===== src/rtl/change_hopper_ctrl.sv =====
// change_hopper_ctrl
// Responder side of the vending controller's change/candy interface.
// It serves one coin request at a time, with priority Rs5 > Rs2 > Rs1.
// For each request it runs the matching hopper motor until a drop-sensor edge confirms the coin.
// It then returns a one-cycle acknowledge.
// It keeps a saturating inventory counter per hopper and accepts refills.
// It reports empty (01) and jam (10) faults, which hold until fault_clr.
// A separate candy path produces a fixed-width motor window per give_candy pulse and can queue one more.
//
// Ports:
//   clk, rst                      clock, asynchronous active-low reset
//   give_rs_05/02/01              level coin requests
//   give_candy                    single-cycle candy vend pulse
//   coin_drop_05/02/01            synchronous drop sensors (rising edge = coin)
//   refill_valid/sel/amount       inventory refill (sel 11 ignored)
//   fault_clr                     leave FAULT
//   motor_05/02/01                hopper motors
//   rs_05/02/01_out               one-cycle coin-delivered acknowledges
//   candy_motor                   candy dispenser drive
//   cnt_05/02/01                  inventory counts
//   fault, fault_code             fault flag and cause (00 none, 01 empty, 10 jam)
module change_hopper_ctrl #(
  parameter int CNT_W        = 8,
  parameter int INIT_COUNT   = 20,
  parameter int DROP_TIMEOUT = 255,
  parameter int CANDY_PULSE  = 4
) (
  input  logic             clk,
  input  logic             rst,
  input  logic             give_rs_05,
  input  logic             give_rs_02,
  input  logic             give_rs_01,
  input  logic             give_candy,
  input  logic             coin_drop_05,
  input  logic             coin_drop_02,
  input  logic             coin_drop_01,
  input  logic             refill_valid,
  input  logic [1:0]       refill_sel,
  input  logic [CNT_W-1:0] refill_amount,
  input  logic             fault_clr,
  output logic             motor_05,
  output logic             motor_02,
  output logic             motor_01,
  output logic             rs_05_out,
  output logic             rs_02_out,
  output logic             rs_01_out,
  output logic             candy_motor,
  output logic [CNT_W-1:0] cnt_05,
  output logic [CNT_W-1:0] cnt_02,
  output logic [CNT_W-1:0] cnt_01,
  output logic             fault,
  output logic [1:0]       fault_code
);

  localparam int TMR_W = $clog2(DROP_TIMEOUT + 1);
  localparam int CND_W = $clog2(CANDY_PULSE + 1);
  localparam logic [CNT_W-1:0] CNT_MAX  = {CNT_W{1'b1}};
  localparam logic [CNT_W-1:0] CNT_INIT = CNT_W'(INIT_COUNT);
  localparam logic [TMR_W-1:0] TMR_LAST = TMR_W'(DROP_TIMEOUT - 1);
  localparam logic [CND_W-1:0] CND_LAST = CND_W'(CANDY_PULSE - 1);

  typedef enum logic [1:0] {
    IDLE     = 2'b00,
    DISPENSE = 2'b01,
    ACK      = 2'b10,
    FAULT    = 2'b11
  } state_t;

  // A same-cycle refill and decrement give cur - 1 + amt.
  // The result clamps to the counter maximum and never goes below zero.
  function automatic logic [CNT_W-1:0] next_count(input logic [CNT_W-1:0] cur,
                                                  input logic dec, input logic add,
                                                  input logic [CNT_W-1:0] amt);
    logic [CNT_W:0] sum;
    sum = {1'b0, cur} + (add ? {1'b0, amt} : {(CNT_W+1){1'b0}});
    if (dec && (sum != {(CNT_W+1){1'b0}})) begin
      sum = sum - {{CNT_W{1'b0}}, 1'b1};
    end
    if (sum > {1'b0, CNT_MAX}) begin
      return CNT_MAX;
    end
    return sum[CNT_W-1:0];
  endfunction

  // Bit 0 = Rs5, bit 1 = Rs2, bit 2 = Rs1 throughout.
  logic [2:0]       req_s, drop_s, pick_s, dec_s, add_s;
  logic             pick_empty_s;
  logic [2:0]       drop_prev_r, edge_r, sel_r, motor_r, ack_r;
  logic [CNT_W-1:0] cnt_r [3];
  state_t           state_r;
  logic [TMR_W-1:0] timer_r;
  logic             fault_r;
  logic [1:0]       fault_code_r;
  logic             candy_motor_r, candy_pend_r;
  logic [CND_W-1:0] candy_tmr_r;

  assign req_s  = {give_rs_01, give_rs_02, give_rs_05};
  assign drop_s = {coin_drop_01, coin_drop_02, coin_drop_05};

  // Request priority, empty check on the winner, and per-hopper inc/dec strobes.
  always_comb begin
    pick_s = 3'b000;
    if (req_s[0]) begin
      pick_s = 3'b001;
    end else if (req_s[1]) begin
      pick_s = 3'b010;
    end else if (req_s[2]) begin
      pick_s = 3'b100;
    end else begin
      pick_s = 3'b000;
    end
    pick_empty_s = 1'b0;
    for (int i = 0; i < 3; i++) begin
      pick_empty_s = pick_empty_s | (pick_s[i] & (cnt_r[i] == {CNT_W{1'b0}}));
    end
    dec_s = (state_r == DISPENSE) ? (sel_r & edge_r) : 3'b000;
    case (refill_sel)
      2'b00:   add_s = {2'b00, refill_valid};
      2'b01:   add_s = {1'b0, refill_valid, 1'b0};
      2'b10:   add_s = {refill_valid, 2'b00};
      default: add_s = 3'b000;
    endcase
  end

  // Registered rising-edge detection of the drop sensors.
  always_ff @(posedge clk or negedge rst) begin
    if (!rst) begin
      drop_prev_r <= 3'b000;
      edge_r      <= 3'b000;
    end else begin
      drop_prev_r <= drop_s;
      edge_r      <= drop_s & ~drop_prev_r;
    end
  end

  // Inventory counters.
  always_ff @(posedge clk or negedge rst) begin
    if (!rst) begin
      for (int i = 0; i < 3; i++) cnt_r[i] <= CNT_INIT;
    end else begin
      for (int i = 0; i < 3; i++) cnt_r[i] <= next_count(cnt_r[i], dec_s[i], add_s[i], refill_amount);
    end
  end

  // Change FSM with registered motor, acknowledge and fault outputs.
  always_ff @(posedge clk or negedge rst) begin
    if (!rst) begin
      state_r      <= IDLE;
      sel_r        <= 3'b000;
      timer_r      <= {TMR_W{1'b0}};
      motor_r      <= 3'b000;
      ack_r        <= 3'b000;
      fault_r      <= 1'b0;
      fault_code_r <= 2'b00;
    end else begin
      case (state_r)
        IDLE: begin
          ack_r <= 3'b000;
          if (pick_s != 3'b000) begin
            sel_r <= pick_s;
            if (pick_empty_s) begin
              state_r      <= FAULT;
              fault_r      <= 1'b1;
              fault_code_r <= 2'b01;
            end else begin
              state_r <= DISPENSE;
              motor_r <= pick_s;
              timer_r <= {TMR_W{1'b0}};
            end
          end
        end
        DISPENSE: begin
          if ((sel_r & edge_r) != 3'b000) begin
            state_r <= ACK;
            motor_r <= 3'b000;
            ack_r   <= sel_r;
          end else if (timer_r == TMR_LAST) begin
            state_r      <= FAULT;
            motor_r      <= 3'b000;
            fault_r      <= 1'b1;
            fault_code_r <= 2'b10;
          end else begin
            timer_r <= timer_r + {{(TMR_W-1){1'b0}}, 1'b1};
          end
        end
        ACK: begin
          ack_r   <= 3'b000;
          state_r <= IDLE;
        end
        FAULT: begin
          motor_r <= 3'b000;
          ack_r   <= 3'b000;
          if (fault_clr) begin
            state_r      <= IDLE;
            fault_r      <= 1'b0;
            fault_code_r <= 2'b00;
          end
        end
        default: begin
          state_r      <= IDLE;
          motor_r      <= 3'b000;
          ack_r        <= 3'b000;
          fault_r      <= 1'b0;
          fault_code_r <= 2'b00;
        end
      endcase
    end
  end

  // Candy window generator.
  // A pulse during a window is remembered once and restarts the window seamlessly at its end.
  always_ff @(posedge clk or negedge rst) begin
    if (!rst) begin
      candy_motor_r <= 1'b0;
      candy_pend_r  <= 1'b0;
      candy_tmr_r   <= {CND_W{1'b0}};
    end else if (candy_motor_r) begin
      if (candy_tmr_r == CND_LAST) begin
        candy_tmr_r <= {CND_W{1'b0}};
        if (candy_pend_r) begin
          candy_pend_r <= 1'b0;
        end else if (!give_candy) begin
          candy_motor_r <= 1'b0;
        end
      end else begin
        candy_tmr_r  <= candy_tmr_r + {{(CND_W-1){1'b0}}, 1'b1};
        candy_pend_r <= candy_pend_r | give_candy;
      end
    end else begin
      candy_pend_r  <= 1'b0;
      candy_tmr_r   <= {CND_W{1'b0}};
      candy_motor_r <= give_candy;
    end
  end

  assign motor_05    = motor_r[0];
  assign motor_02    = motor_r[1];
  assign motor_01    = motor_r[2];
  assign rs_05_out   = ack_r[0];
  assign rs_02_out   = ack_r[1];
  assign rs_01_out   = ack_r[2];
  assign candy_motor = candy_motor_r;
  assign cnt_05      = cnt_r[0];
  assign cnt_02      = cnt_r[1];
  assign cnt_01      = cnt_r[2];
  assign fault       = fault_r;
  assign fault_code  = fault_code_r;

endmodule


===== config.mk =====
export PLATFORM = sky130hd
export DESIGN_NAME = change_hopper_ctrl
export DESIGN_NICKNAME = d
export VERILOG_FILES = /design/src/rtl/change_hopper_ctrl.sv
export SDC_FILE = /design/constraint.sdc
export NUM_CORES = 1
export LEC_CHECK = 0
export CORE_MARGIN = 1.5
export CORE_UTILIZATION = 52
export DETAILED_ROUTE_END_ITERATION = 8
export PLACE_DENSITY_LB_ADDON = 0.2
export SYNTH_ARGS = -nofsm -noshare
export SYNTH_HDL_FRONTEND = slang
export SYNTH_SLANG_ARGS = --single-unit

===== constraint.sdc =====
create_clock -name clk -period 8.15 [get_ports clk]
set_input_delay 2.445 -clock clk [delete_from_list [all_inputs] [get_ports clk]]
set_output_delay 2.445 -clock clk [all_outputs]
set_load 0.01 [all_outputs]

==> qor.txt <==
RUN STATUS
-----------------------------------------------------------------------------------------------
Outcome ..........................................................................    completed

WORST SETUP PATH
-----------------------------------------------------------------------------------------------
Launching element type of the critical path ...................................... primary input
Data arrival time of the worst path ..............................................      6060 ps
Classification of the worst setup path ........................................... primary input to flop
Reg-to-reg setup timing slack ....................................................      4930 ps
Type of destination of the critical path .........................................         flop
Data required time of the worst path .............................................      8350 ps
Peak fanout along the critical path ..............................................            8

SYNTHESIS
-----------------------------------------------------------------------------------------------
Cells taking the most area after synthesis ....................................... dfrtp_1 (30%), ha_1 (9.6%), xnor2_1 (4.7%)
Number of flops mapped to enable cells by yosys ..................................            0
Register bit count reported by yosys .............................................           57
Fraction of synthesis flops using an asynchronous set or reset pin ...............        1.000
Prevailing post-synth register cell ..............................................      dfrtp_1
Netlist Area Pre-Place ...........................................................     4319 µm²
Post-synthesis cell count ........................................................          487
Total number of yosys warnings ...................................................            0
Library cell occupying the most area in the post-synthesis netlist ...............      dfrtp_1
Top cell type's share of synthesized area ........................................       0.2955
Synthesized netlist net count ....................................................          544
Share of synthesized area occupied by flip-flops and latches .....................       0.3320
Average cell area after synthesis ................................................    8.869 µm²
Unique cell type count in the Yosys netlist ......................................           75

POWER
-----------------------------------------------------------------------------------------------
Power per Cell Area .............................................................. 337.4 nW/µm²
Internal power contribution ......................................................  0.0009908 W
Power share of the sequential group ..............................................        0.294
Relative contribution of combinational cells to total power ......................        0.537
Switching Share ..................................................................       0.4340
Fraction of power consumed by the clock network ..................................        0.169
Maximum vdd drop .................................................................  0.0001427 V
Leakage power ....................................................................     2.223 nW
Switching pwr ....................................................................  0.0007597 W

CELLS AND AREA
-----------------------------------------------------------------------------------------------
Number of filler cells placed in the layout ......................................          707
Most common cell after layout, fill and taps aside ............................... clkdlybuf4s50_1
Layout Nets ......................................................................          604
Final instance area ..............................................................     5189 µm²
Area overhead of the layout relative to synthesis ................................       20.13%
Top library cells by usage in the layout, fill and taps aside .................... clkdlybuf4s50_1 (53), dfrtp_1 (51), nor2_1 (49)
Ratio of cells with drive above 1 in the final layout ............................      0.09420
Antenna Diode Count ..............................................................            0

PLACE
-----------------------------------------------------------------------------------------------
Cell Area, Placed ................................................................     4970 µm²
Global placer's final weighted congestion ........................................       0.9817
Count of port buffers added during placement .....................................           54
Final HPWL from detailed placement ...............................................     8.138 mm

FLOORPLANNING
-----------------------------------------------------------------------------------------------
Die footprint ....................................................................     8861 µm²
Die Y-Extent .....................................................................     94.14 µm
Core Footprint ...................................................................     8134 µm²
Effective utilization at floorplan ...............................................       0.5310
Width of the die .................................................................     94.14 µm
Count of standard-cell rows ......................................................           33
Ports placed on the boundary .....................................................           55

CTS
-----------------------------------------------------------------------------------------------
PostCTS Resize Cnt ...............................................................            0
TritonCTS clock tree .............................................................         done
Number of buffers inserted by post-CTS setup repair ..............................            0
Clock input transition at the sequential cells of the worst setup and hold paths .        70 ps
Skew-Pair Late Insertion Delay ...................................................       350 ps
Clock Sink Count .................................................................           57
Clock Tree Root ..................................................................     clkbuf_8
CTS buffer count .................................................................            9
Number of H-tree levels ..........................................................            3
Hold buffers post-CTS ............................................................            0
Largest buffer count on any clock path ...........................................            2

TIMING
-----------------------------------------------------------------------------------------------
Total Negative Setup Slacks ......................................................         0 ps
RSZ-0062 raised after global routing .............................................        false
Fin crit share ...................................................................       0.7191
Worst-margin pin slew ............................................................     819.2 ps
Count of final hold-check violations .............................................            0
Post-layout minimum cycle time ...................................................      5861 ps
Pins over their slew limit .......................................................            0
Maximum clock rate ...............................................................    170.6 MHz
Slew Limit Headroom ..............................................................       0.4527
Final number of setup-violating endpoints ........................................            0
Clock skew after layout ..........................................................     12.71 ps

ROUTE
-----------------------------------------------------------------------------------------------
1st-pass router iterations .......................................................            4
Via Count ........................................................................        3,853
Detail-routed via count per cell .................................................        5.865
Post-DR wirelength/cell ..........................................................     16.34 µm
Detailed router's first-iteration violation count ................................          125
DRT Wirelength ...................................................................     10.74 mm
Remaining antenna violation count after routing ..................................            0
Total DRC errors in the routed layout ............................................            0

GLOBAL ROUTE
-----------------------------------------------------------------------------------------------
Number of antenna violations at the first check in global routing ................            0
Via count of the first global-routing pass .......................................        3,875
Wire length of the first global-routing pass .....................................     18.07 mm
Tot GR Track Use .................................................................       0.2632
Pin count of the biggest net entering global routing .............................           53
Total global routing overflow ....................................................            0

HOLD PATH
-----------------------------------------------------------------------------------------------
Tightest Hold Check Type ......................................................... flop to flop

JOB
-----------------------------------------------------------------------------------------------
Max Cap Violations ...............................................................            0

[cell families after synthesis]
logic type | Yosys count | share of synthesized area
compound gates | 117 | 0.1958
xor+xnor | 29 | 0.05881
fa+ha+maj | 36 | 0.1095
buf+inv | 27 | 0.02462
flops | 57 | 0.3320
simple gates | 212 | 0.2575
mux | 9 | 0.02173
[power groups by stage]
stage	Clock (W)	Combinational, W	Sequential (W)
global placement	0	0.000906	0.000517
CTS	0.000302	0.000939	0.000513
global route	0.000316	0.00105	0.000529
detailed placement	0	0.000930	0.000517
floorplan	0	0.000618	0.000507
finish	0.000296	0.000940	0.000514
[flip-flops by register name (all words and copies together) (netlist names)]
register      flops
timer_r           8
motor_r           3
sel_r             3
state_r           2
edge_r            3
cnt_05            8
candy_motor       1
ack_r             3
candy_pend_r      1
fault_code        2
drop_prev_r       3
cnt_02            8
cnt_01            8
fault             1
candy_tmr_r       3
[through the flow]
stage,utilization,setup slack (ps),power [W],hold WS [ps],std cells
2_1_floorplan,-,2956,0.001125,377.7,487
4_1_cts,0.6379,2311,0.001754,403.7,657
3_3_place_gp,0.6110,2125,0.001423,388.8,641
6_report,0.6379,2289,0.001751,397.1,657
5_1_grt,0.6379,2082,0.001897,407.3,657
3_5_place_dp,0.6110,2019,0.001447,393.1,641
[synth_stat cells (7+ instances only)]
library cell / count
nor3_1: 12
and2_1: 25
nand3_1: 18
nand2_1: 42
ha_1: 33
nor4_1: 9
dfrtp_1: 51
nor2b_1: 8
a21oi_1: 19
nor2_1: 49
inv_1: 19
mux2i_1: 8
nand2b_1: 7
o21ai_0: 37
xnor2_1: 23
nand4_1: 8
[routing by layer]
metal	wire [µm]	GRT usage	up-vias
met4	227	0.08831	0
met3	504	0.05097	22
met5	0	0	-
met1	4823	0.3306	1840
met2	5181	0.4517	105
li1	-	-	1886
[path summary, 6_finish.rpt]
kind,from,to,depth (start not counted)
setup / recovery,refill_valid,cnt_05[7]$_DFF_PN0_,12
hold / removal,drop_prev_r[2]$_DFF_PN0_,edge_r[2]$_DFF_PN0_,1
setup reg to reg,cnt_01[0]$_DFF_PN0_,cnt_01[7]$_DFF_PN0_,10
hold reg to reg,drop_prev_r[2]$_DFF_PN0_,edge_r[2]$_DFF_PN0_,1
max in group asynchronous,rst,drop_prev_r[1]$_DFF_PN0_,2
min in group asynchronous,rst,candy_pend_r$_DFF_PN0_,1
[final cells by class]
| class | count | area (µm²) | share of cell area |
|---|---|---|---|
| Clock buffer | 9 | 123.9 | 0.02387 |
| Clock inverter | 7 | 95.09 | 0.01833 |
| Inverter | 20 | 75.07 | 0.01447 |
| Multi-Input combinational cell | 403 | 2779 | 0.5356 |
| Sequential cell | 57 | 1434 | 0.2763 |
| Tap cell | 105 | 131.4 | 0.02532 |
| Timing Repair Buffer | 56 | 550.5 | 0.1061 |
[critical path: stages]
cell and delay [ps]:
clkdlybuf4s50_1 480, nor3b_1 680, and2_1 230, ha_1 270
a211oi_1 360, o21ai_0 190, a22oi_1 450, nor2_1 120
a31oi_2 380, nand3_1 170, xnor2_1 190, nand2_1 80
Power figures use the tool's default switching activity.
